===== src/rtl/iomem_pkg.sv =====
// Shared types and widths for the iomem bus arbiter.
package iomem_pkg;

  typedef enum logic {
    ST_IDLE = 1'b0,
    ST_BUSY = 1'b1
  } state_t;

  localparam int IOMEM_AW = 32;
  localparam int IOMEM_DW = 32;
  localparam int IOMEM_SW = 4;

  // Read data handed back when the decode never answers.
  localparam logic [IOMEM_DW-1:0] IOMEM_TIMEOUT_RDATA = 32'hFFFF_FFFF;

endpackage


===== src/rtl/iomem_arbiter_if.sv =====
// One valid/ready iomem channel. A requester uses the master view and a
// responder uses the slave view.
interface iomem_arbiter_if;
  import iomem_pkg::*;

  logic                valid;
  logic                ready;
  logic [IOMEM_AW-1:0] addr;
  logic [IOMEM_DW-1:0] wdata;
  logic [IOMEM_SW-1:0] wstrb;
  logic [IOMEM_DW-1:0] rdata;

  modport master (
    output valid, addr, wdata, wstrb,
    input  ready, rdata
  );

  modport slave (
    input  valid, addr, wdata, wstrb,
    output ready, rdata
  );

endinterface


===== src/rtl/iomem_rr_pick.sv =====
// Two-way round-robin pick: a lone requester wins, a tie goes to the
// requester that was not granted last.
module iomem_rr_pick (
  input  logic [1:0] req,
  input  logic       last,
  output logic       gnt_id,
  output logic       any
);

  // Winner selection.
  always_comb begin
    any    = |req;
    gnt_id = (req == 2'b11) ? ~last : req[1];
  end

endmodule


===== src/rtl/iomem_arbiter.sv =====
// Two-master round-robin arbiter for the shared iomem bus, with a watchdog
// that completes transactions the address decode never acknowledges.
module iomem_arbiter
  import iomem_pkg::*;
#(
  parameter int unsigned         TIMEOUT_CYCLES = 255,
  parameter logic [IOMEM_DW-1:0] TIMEOUT_RDATA  = IOMEM_TIMEOUT_RDATA
) (
  input  logic             clk,
  input  logic             rst,
  iomem_arbiter_if.slave   m0,
  iomem_arbiter_if.slave   m1,
  iomem_arbiter_if.master  s,
  output logic             grant,
  output logic             timeout_err
);

  localparam logic [15:0] CNT_TC  = 16'(TIMEOUT_CYCLES - 1);
  localparam logic [15:0] CNT_MAX = 16'hFFFF;

  state_t              state_q, state_d;
  logic                grant_q;
  logic                last_q;
  logic [15:0]         cnt_q;
  logic                err_q;

  logic                pick_id;
  logic                pick_any;
  logic                busy;
  logic                g_valid;
  logic [IOMEM_AW-1:0] g_addr;
  logic [IOMEM_DW-1:0] g_wdata;
  logic [IOMEM_SW-1:0] g_wstrb;
  logic                s_valid_c;
  logic                done;
  logic                timed_out;
  logic [IOMEM_DW-1:0] resp_rdata;

  iomem_rr_pick u_pick (
    .req    ({m1.valid, m0.valid}),
    .last   (last_q),
    .gnt_id (pick_id),
    .any    (pick_any)
  );

  // Request mux from the current grantee.
  always_comb begin
    g_valid = grant_q ? m1.valid : m0.valid;
    g_addr  = grant_q ? m1.addr  : m0.addr;
    g_wdata = grant_q ? m1.wdata : m0.wdata;
    g_wstrb = grant_q ? m1.wstrb : m0.wstrb;
  end

  // Next state and completion decode. s_ready outranks the watchdog; a
  // grantee withdrawing its request aborts without a ready pulse.
  always_comb begin
    state_d    = state_q;
    s_valid_c  = 1'b0;
    done       = 1'b0;
    timed_out  = 1'b0;
    resp_rdata = '0;
    case (state_q)
      ST_IDLE: begin
        if (pick_any) state_d = ST_BUSY;
      end
      ST_BUSY: begin
        if (!g_valid) begin
          state_d = ST_IDLE;
        end else if (s.ready) begin
          s_valid_c  = 1'b1;
          done       = 1'b1;
          resp_rdata = s.rdata;
          state_d    = ST_IDLE;
        end else if (cnt_q == CNT_TC) begin
          done       = 1'b1;
          timed_out  = 1'b1;
          resp_rdata = TIMEOUT_RDATA;
          state_d    = ST_IDLE;
        end else begin
          s_valid_c = 1'b1;
        end
      end
      default: state_d = ST_IDLE;
    endcase
  end

  assign busy     = (state_q == ST_BUSY);
  assign s.valid  = s_valid_c;
  assign s.addr   = busy ? g_addr  : '0;
  assign s.wdata  = busy ? g_wdata : '0;
  assign s.wstrb  = busy ? g_wstrb : '0;
  assign m0.ready = done & ~grant_q;
  assign m1.ready = done & grant_q;
  assign m0.rdata = (done & ~grant_q) ? resp_rdata : '0;
  assign m1.rdata = (done & grant_q)  ? resp_rdata : '0;
  assign grant       = grant_q;
  assign timeout_err = err_q;

  // State, grant, round-robin pointer, saturating wait counter, sticky error.
  // A watchdog completion still counts as a served turn for fairness.
  always_ff @(posedge clk) begin
    if (rst) begin
      state_q <= ST_IDLE;
      grant_q <= 1'b0;
      last_q  <= 1'b1;
      cnt_q   <= '0;
      err_q   <= 1'b0;
    end else begin
      state_q <= state_d;
      if (!busy && pick_any) grant_q <= pick_id;
      if (done) last_q <= grant_q;
      if (busy && state_d == ST_BUSY) begin
        if (cnt_q != CNT_MAX) cnt_q <= cnt_q + 16'd1;
      end else begin
        cnt_q <= '0;
      end
      if (timed_out) err_q <= 1'b1;
    end
  end

endmodule

===== src/flat_wrapper.sv =====
// flat-port wrapper written by rule: the top's interface ports become plain ports
module iomem_arbiter_flat import iomem_pkg::*;
#(
  parameter int unsigned         TIMEOUT_CYCLES = 255,
  parameter logic [IOMEM_DW-1:0] TIMEOUT_RDATA  = IOMEM_TIMEOUT_RDATA
)
  (clk, rst, grant, timeout_err, m0_valid, m0_addr, m0_wdata, m0_wstrb, m0_ready, m0_rdata, m1_valid, m1_addr, m1_wdata, m1_wstrb, m1_ready, m1_rdata, s_valid, s_addr, s_wdata, s_wstrb, s_ready, s_rdata);
  iomem_arbiter_if m0_i ();
  iomem_arbiter_if m1_i ();
  iomem_arbiter_if s_i ();
  input  logic clk;
  input  logic rst;
  output logic grant;
  output logic timeout_err;
  input wire logic [$bits(m0_i.valid)-1:0] m0_valid;
  input wire logic [$bits(m0_i.addr)-1:0] m0_addr;
  input wire logic [$bits(m0_i.wdata)-1:0] m0_wdata;
  input wire logic [$bits(m0_i.wstrb)-1:0] m0_wstrb;
  output wire logic [$bits(m0_i.ready)-1:0] m0_ready;
  output wire logic [$bits(m0_i.rdata)-1:0] m0_rdata;
  input wire logic [$bits(m1_i.valid)-1:0] m1_valid;
  input wire logic [$bits(m1_i.addr)-1:0] m1_addr;
  input wire logic [$bits(m1_i.wdata)-1:0] m1_wdata;
  input wire logic [$bits(m1_i.wstrb)-1:0] m1_wstrb;
  output wire logic [$bits(m1_i.ready)-1:0] m1_ready;
  output wire logic [$bits(m1_i.rdata)-1:0] m1_rdata;
  output wire logic [$bits(s_i.valid)-1:0] s_valid;
  output wire logic [$bits(s_i.addr)-1:0] s_addr;
  output wire logic [$bits(s_i.wdata)-1:0] s_wdata;
  output wire logic [$bits(s_i.wstrb)-1:0] s_wstrb;
  input wire logic [$bits(s_i.ready)-1:0] s_ready;
  input wire logic [$bits(s_i.rdata)-1:0] s_rdata;
  assign m0_i.valid = m0_valid;
  assign m0_i.addr = m0_addr;
  assign m0_i.wdata = m0_wdata;
  assign m0_i.wstrb = m0_wstrb;
  assign m0_ready = m0_i.ready;
  assign m0_rdata = m0_i.rdata;
  assign m1_i.valid = m1_valid;
  assign m1_i.addr = m1_addr;
  assign m1_i.wdata = m1_wdata;
  assign m1_i.wstrb = m1_wstrb;
  assign m1_ready = m1_i.ready;
  assign m1_rdata = m1_i.rdata;
  assign s_valid = s_i.valid;
  assign s_addr = s_i.addr;
  assign s_wdata = s_i.wdata;
  assign s_wstrb = s_i.wstrb;
  assign s_i.ready = s_ready;
  assign s_i.rdata = s_rdata;
  iomem_arbiter #(.TIMEOUT_CYCLES(TIMEOUT_CYCLES), .TIMEOUT_RDATA(TIMEOUT_RDATA)) u_core (.clk(clk), .rst(rst), .m0(m0_i), .m1(m1_i), .s(s_i), .grant(grant), .timeout_err(timeout_err));
endmodule

===== config.mk =====
export PLATFORM = sky130hd
export DESIGN_NAME = iomem_arbiter_flat
export DESIGN_NICKNAME = d
export VERILOG_FILES = /design/src/rtl/iomem_pkg.sv /design/src/rtl/iomem_arbiter_if.sv /design/src/rtl/iomem_rr_pick.sv /design/src/rtl/iomem_arbiter.sv /design/src/flat_wrapper.sv
export SDC_FILE = /design/constraint.sdc
export NUM_CORES = 1
export LEC_CHECK = 0
export ABC_AREA = 1
export CORE_AREA = 3 3 120 122
export DETAILED_ROUTE_END_ITERATION = 8
export DIE_AREA = 0 0 123 125
export GPL_TIMING_DRIVEN = 0
export PLACE_DENSITY = 0.6
export SYNTH_ARGS = -nofsm -noshare
export SYNTH_HDL_FRONTEND = slang
export SYNTH_SLANG_ARGS = --single-unit
export TNS_END_PERCENT = 100

===== constraint.sdc =====
create_clock -name clk -period 1.7 [get_ports clk]
set_clock_uncertainty 0.15 [all_clocks]
set_input_delay 0.34 -clock clk [delete_from_list [all_inputs] [get_ports clk]]
set_output_delay 0.34 -clock clk [all_outputs]
set_load 0.05 [all_outputs]

==> flow_metrics.tcl, run 1 <==
set metrics [dict create \
    hp-start "m0_valid" \
    critical-path-max-stage-delay_ns 0.37 \
    setup_slack_ns -0.646 \
    relSlewSlack_pct 62.5 \
    cp-end-kind "primary output" \
    dp_hpwl_um 14300 \
    path_cells "nand2_2 -> inv_2 -> nand2_2 -> nor2_2 -> nand2_2 -> nand2_4 -> nand3_4 -> buf_6 -> buf_12 -> nor2_4 -> buf_8" \
    syn_nets 681 \
    grt_max_degree 13 \
    setup_viol 135 \
    path_depth 11 \
    hold_buffers 0 \
    crit_buf_inv 4 \
    critPathRequiredTime_ns 1.21 \
    gr-usage-all-layers_pct 24.9 \
    clock.fmax_ghz 0.426 \
    hold_viol 0 \
    reg2reg_depth 9 \
    leakagePower_uw 0.00377 \
    area_growth_pct 290 \
    initial_core_util_pct 19.6 \
    grt_pass1_vias 5329 \
    maxCapViolCount 0 \
    p_switching_uw 1890 \
    p_int_uw 2360 \
    ys_seq_area_share_pct 15.3 \
    num_rows 42 \
    io_pins 310 \
    worstSetupStartpointType "flop" \
    min_path_type "in2reg" \
    die_width_um 123 \
    hold-path-cell-count 4 \
    r2r_start "u_core.cnt_q[0]" \
    ys_ff_latch 20 \
    path_max_fanout 5 \
    peakVddDrop_mv 0.320 \
    violations "setup timing" \
    drc_errors 0 \
    yosysWarnings 0 \
    cts_tree "done" \
    period_needed_ns 2.35 \
    worst_slew_pin_slew_ns 0.565 \
    nNetsFinal 1070 \
    crit_type "reg2out" \
    drt_iter0_markers 180 \
    whs_ns 0.298 \
    crit_slowest_cell "dfxtp_2" \
    status "complete, but fails checks" \
    final-max-slew-violation-count 0 \
    port_buffers 309 \
    r2r_slack_ns 0.01 \
    core_um2 13300 \
    h-tree-depth 1 \
    final_cell_mix "205 x nor2_4, 169 x clkdlybuf4s50_1, 93 x buf_8" \
    final_common_cell "nor2_4" \
    synth_cell_types 26 \
    cts.sinks 20 \
    arrival_ns 1.86 \
    timing.final.crit_share_pct 138 \
    antenna_found_initial 2 \
    p_clk_share_pct 15.6 \
    die_area_um2 15400 \
    grt_pass1_wl_um 30200 \
    numCtsBuffers 3 \
    combPwrFrac_pct 73.0 \
    p_seq_share_pct 11.4 \
    power_density_nw_per_um2 417 \
    viasPerCell 4.78 \
    first_pass_iters 4 \
    clockBufferDepth 2 \
    crit_family "simple AND/OR/NAND/NOR gates" \
    chipHeight_um 125 \
    syn_area_per_cell_um2 5.16 \
    drive_gt1_share_pct 65.0 \
    clk_pin_slew_ns 0.06 \
    critical_path.most_common_cell "nand2_2" \
    post_drt_wl_per_cell_um 20.5 \
    wl_um 22000 \
    place_congestion 0.924 \
    clock_latency_ns 0.26 \
    p_sw_share_pct 44.5 \
    ant_nets 0 \
    syn_area_um2 2610 \
    antenna_cells 0 \
    synthCells 506 \
    num_vias 5117 \
    root_buffer "clkbuf_16" \
    dpl_worst_slack_ns -1.51 \
    grt-ovfl-total 0 \
    rsz0062_at_grt "yes" \
    startpoint "u_core.cnt_q[6]" \
]
## repair_timing
action                                  CTS  global route
gates cloned                             14             3
setup endpoints to repair               150           152
endpoints found under the hold margin     0             0
buffers inserted                         38            30
gates resized for setup                1382           188
pin swaps                                39            63
## final timing paths
path	to
setup reg to reg	u_core.cnt_q[10]
setup / recovery	m0_rdata[21]
hold / removal	u_core.grant
hold reg to reg	u_core.timeout_err
## power groups by stage
stage,clock network [uW],registers (uW),logic [uW]
floorplan,0,497,1180
global route,691,485,3200
detailed placement,0,495,2050
CTS,672,487,2820
global placement,0,495,2030
finish,661,484,3100
## per-stage QoR
step | setup TNS (ns) | util, % | total power, uW | cells | cell area (um^2)
6_report | -62.61 | 76.6 | 4240 | 1070 | 10200
3_3_place_gp | -153.30 | 51.8 | 2530 | 991 | 6890
4_1_cts | -60.21 | 70.9 | 3980 | 1047 | 9430
5_1_grt | -69.97 | 76.6 | 4380 | 1070 | 10200
3_5_place_dp | -153.97 | 51.8 | 2540 | 991 | 6890
2_1_floorplan | -21.75 | - | 1680 | 506 | 3580
## metal layers
| layer | track usage (%) | part of all wire [%] | routed length (um) |
|---|---|---|---|
| met2 | 47.5 | 54 | 11900 |
| met3 | 5.78 | 8.0 | 1770 |
| met5 | 0 | 0.096 | 21 |
| met4 | 10.2 | 5.4 | 1180 |
| met1 | 25.6 | 33 | 7150 |
## synthesized netlist by cell type, drive strengths merged
cell | n | area share, %
dfxtp | 20 | 15
o21ai | 74 | 14
clkinv | 1 | 0.14
a21oi | 7 | 1.3
clkbuf | 21 | 3.0
nand3b | 1 | 0.29
ha | 2 | 0.96
nand2 | 46 | 7.0
xnor2 | 7 | 2.3
buf | 11 | 4.0
nor2 | 267 | 41
nor3 | 1 | 0.38
nand4 | 6 | 1.7
nand3 | 16 | 4.2
inv | 26 | 3.9
## worst register-to-register path, delay by kind of cell, from the launching register on
family                     cells  cell delay [ns]
buffers and inverters          1             0.12
and+or+nand+nor                7             0.80
adders and majority gates      1             0.20
DFF                            1             0.33
## flip-flops by register name (all words and copies together), names as in the netlist
register and cells:
u_core.grant 1, u_core.timeout_err 1, u_core.last_q 1, u_core.cnt_q 16
u_core.busy 1
## cell type report
type,count,area (um^2)
Buffer,28,498
Clock buffer,3,75.1
Clock inverter,1,30.0
Fill cell,779,3110
Inverter,27,133
Multi-Input combinational cell,428,4110
Sequential cell,20,432
Tap cell,176,220
Timing Repair Buffer,387,4690
## cells by family (layout without fill, tap and decap cells)
logic type | Yosys count | after routing | synth area share (%)
compound gates | 81 | 81 | 15.7
xor+xnor | 7 | 7 | 2.35
fa+ha+maj | 2 | 2 | 0.959
buf+inv | 59 | 446 | 11.1
flops | 20 | 20 | 15.3
simple gates | 337 | 338 | 54.6
(Power assumes the default switching activity.)
==> run 2, diff against run 1 <==
Settings changed: PLACE_DENSITY 0.6 to 0.69.
==> flow_metrics.tcl, run 2 (same netlist as run 1, synthesis figures left out) <==
set metrics [dict create \
    path_max_fanout 5 \
    grt-ovfl-total 0 \
    die_area_um2 15400 \
    area_growth_pct 287 \
    cts_tree "done" \
    period_needed_ns 2.34 \
    critical-path-max-stage-delay_ns 0.36 \
    clock.fmax_ghz 0.427 \
    numCtsBuffers 3 \
    final_cell_mix "203 x nor2_4, 169 x clkdlybuf4s50_1, 86 x buf_8" \
    drc_errors 0 \
    root_buffer "clkbuf_16" \
    arrival_ns 1.85 \
    finalPower_uw 4110 \
    viasPerCell 4.86 \
    power_density_nw_per_um2 407 \
    timing.final.crit_share_pct 138 \
    final-max-slew-violation-count 0 \
    gr-usage-all-layers_pct 24.4 \
    first_pass_iters 4 \
    antenna_cells 0 \
    peakVddDrop_mv 0.304 \
    grt_max_degree 12 \
    leakagePower_uw 0.00374 \
    dp_cells 991 \
    clk_pin_slew_ns 0.06 \
    drt_iter0_markers 226 \
    initial_core_util_pct 19.6 \
    drive_gt1_share_pct 65.4 \
    status "complete, but fails checks" \
    nNetsFinal 1071 \
    grt_pass1_wl_um 29400 \
    place_congestion 0.915 \
    post_drt_wl_per_cell_um 21.2 \
    setup_viol 153 \
    die_width_um 123 \
    worst_slew_pin_slew_ns 0.532 \
    final_common_cell "nor2_4" \
    dpl_worst_slack_ns -1.43 \
    io_pins 310 \
    rsz0062_at_grt "yes" \
    path_cells "buf_8 -> buf_6 -> nor2_2 -> nor2_4 -> nand3_4 -> buf_12 -> buf_12 -> nor2_4 -> buf_8" \
    min_path_type "reg2reg" \
    num_rows 42 \
    cp-end-kind "primary output" \
    cts.sinks 20 \
    hold_viol 0 \
    core_um2 13300 \
    ant_nets 0 \
    maxCapViolCount 0 \
    num_vias 5208 \
    top_register "u_core.cnt_q" \
    relSlewSlack_pct 64.7 \
    port_buffers 309 \
    dp_hpwl_um 13500 \
    fin_setup_tns_ns -68.01 \
    setup_slack_ns -0.643 \
    h-tree-depth 1 \
    clock_latency_ns 0.26 \
    worstSetupStartpointType "flop" \
    crit_slowest_cell "dfxtp_4" \
    clockBufferDepth 2 \
    stdcell_count 1071 \
    antenna_found_initial 0 \
    largest_reg_flops 16 \
    chipHeight_um 125 \
    wl_um 22700 \
    critPathRequiredTime_ns 1.21 \
    violations "setup timing" \
    grt_pass1_vias 5237 \
    crit_type "reg2out" \
    whs_ns 0.308 \
]
## run 2: per-layer routing
layer | share of wire [%] | GRT usage [%]
met1 | 32 | 24.7
met2 | 54 | 46.9
met3 | 8.6 | 5.78
met4 | 5.9 | 9.71
met5 | 0 | 0
## run 2: power breakdown
group          switching (uW)  internal [uW]
registers                11.7            469
clock network             185            320
logic                    1720           1400
## run 2: final cells by class
type	instances	area [um^2]
Timing Repair Buffer	388	4550
Multi-Input combinational cell	427	4180
Sequential cell	20	435
Buffer	29	508
Inverter	27	121
Clock buffer	4	78.8
Fill cell	748	3200
Tap cell	176	220
## run 2: final timing paths
path / slack [ns] / to / cells after the start / from
worst max-delay path: -0.64 / m1_rdata[14] / 9 / u_core.grant
worst min-delay path: 0.31 / u_core.timeout_err / 2 / u_core.timeout_err
worst max register to register: -0.23 / u_core.cnt_q[0] / 10 / u_core.grant
worst min register to register: 0.31 / u_core.timeout_err / 2 / u_core.timeout_err
## run 2: timing repair
action / in CTS / in global routing
gates resized for setup: 1382 / 199
setup buffers: 43 / 29
setup endpoints to repair: 146 / 153
cloned: 8 / 5
hold buffers: 0 / 0
pin swaps: 41 / 68
## run 2: critical path: cells and delay by family, from the launching register on
family / cells / cell delay [ns]
AND/OR/NAND/NOR: 4 / 0.54
buffers and inverters: 5 / 0.68
flip-flops: 1 / 0.36
## run 2: stage by stage
| step | utilization [%] | area (um^2) |
|---|---|---|
| floorplan | - | 3580 |
| global placement | 51.8 | 6890 |
| detailed placement | 51.8 | 6890 |
| CTS | 69.2 | 9200 |
| global route | 75.9 | 10100 |
| finish | 75.9 | 10100 |
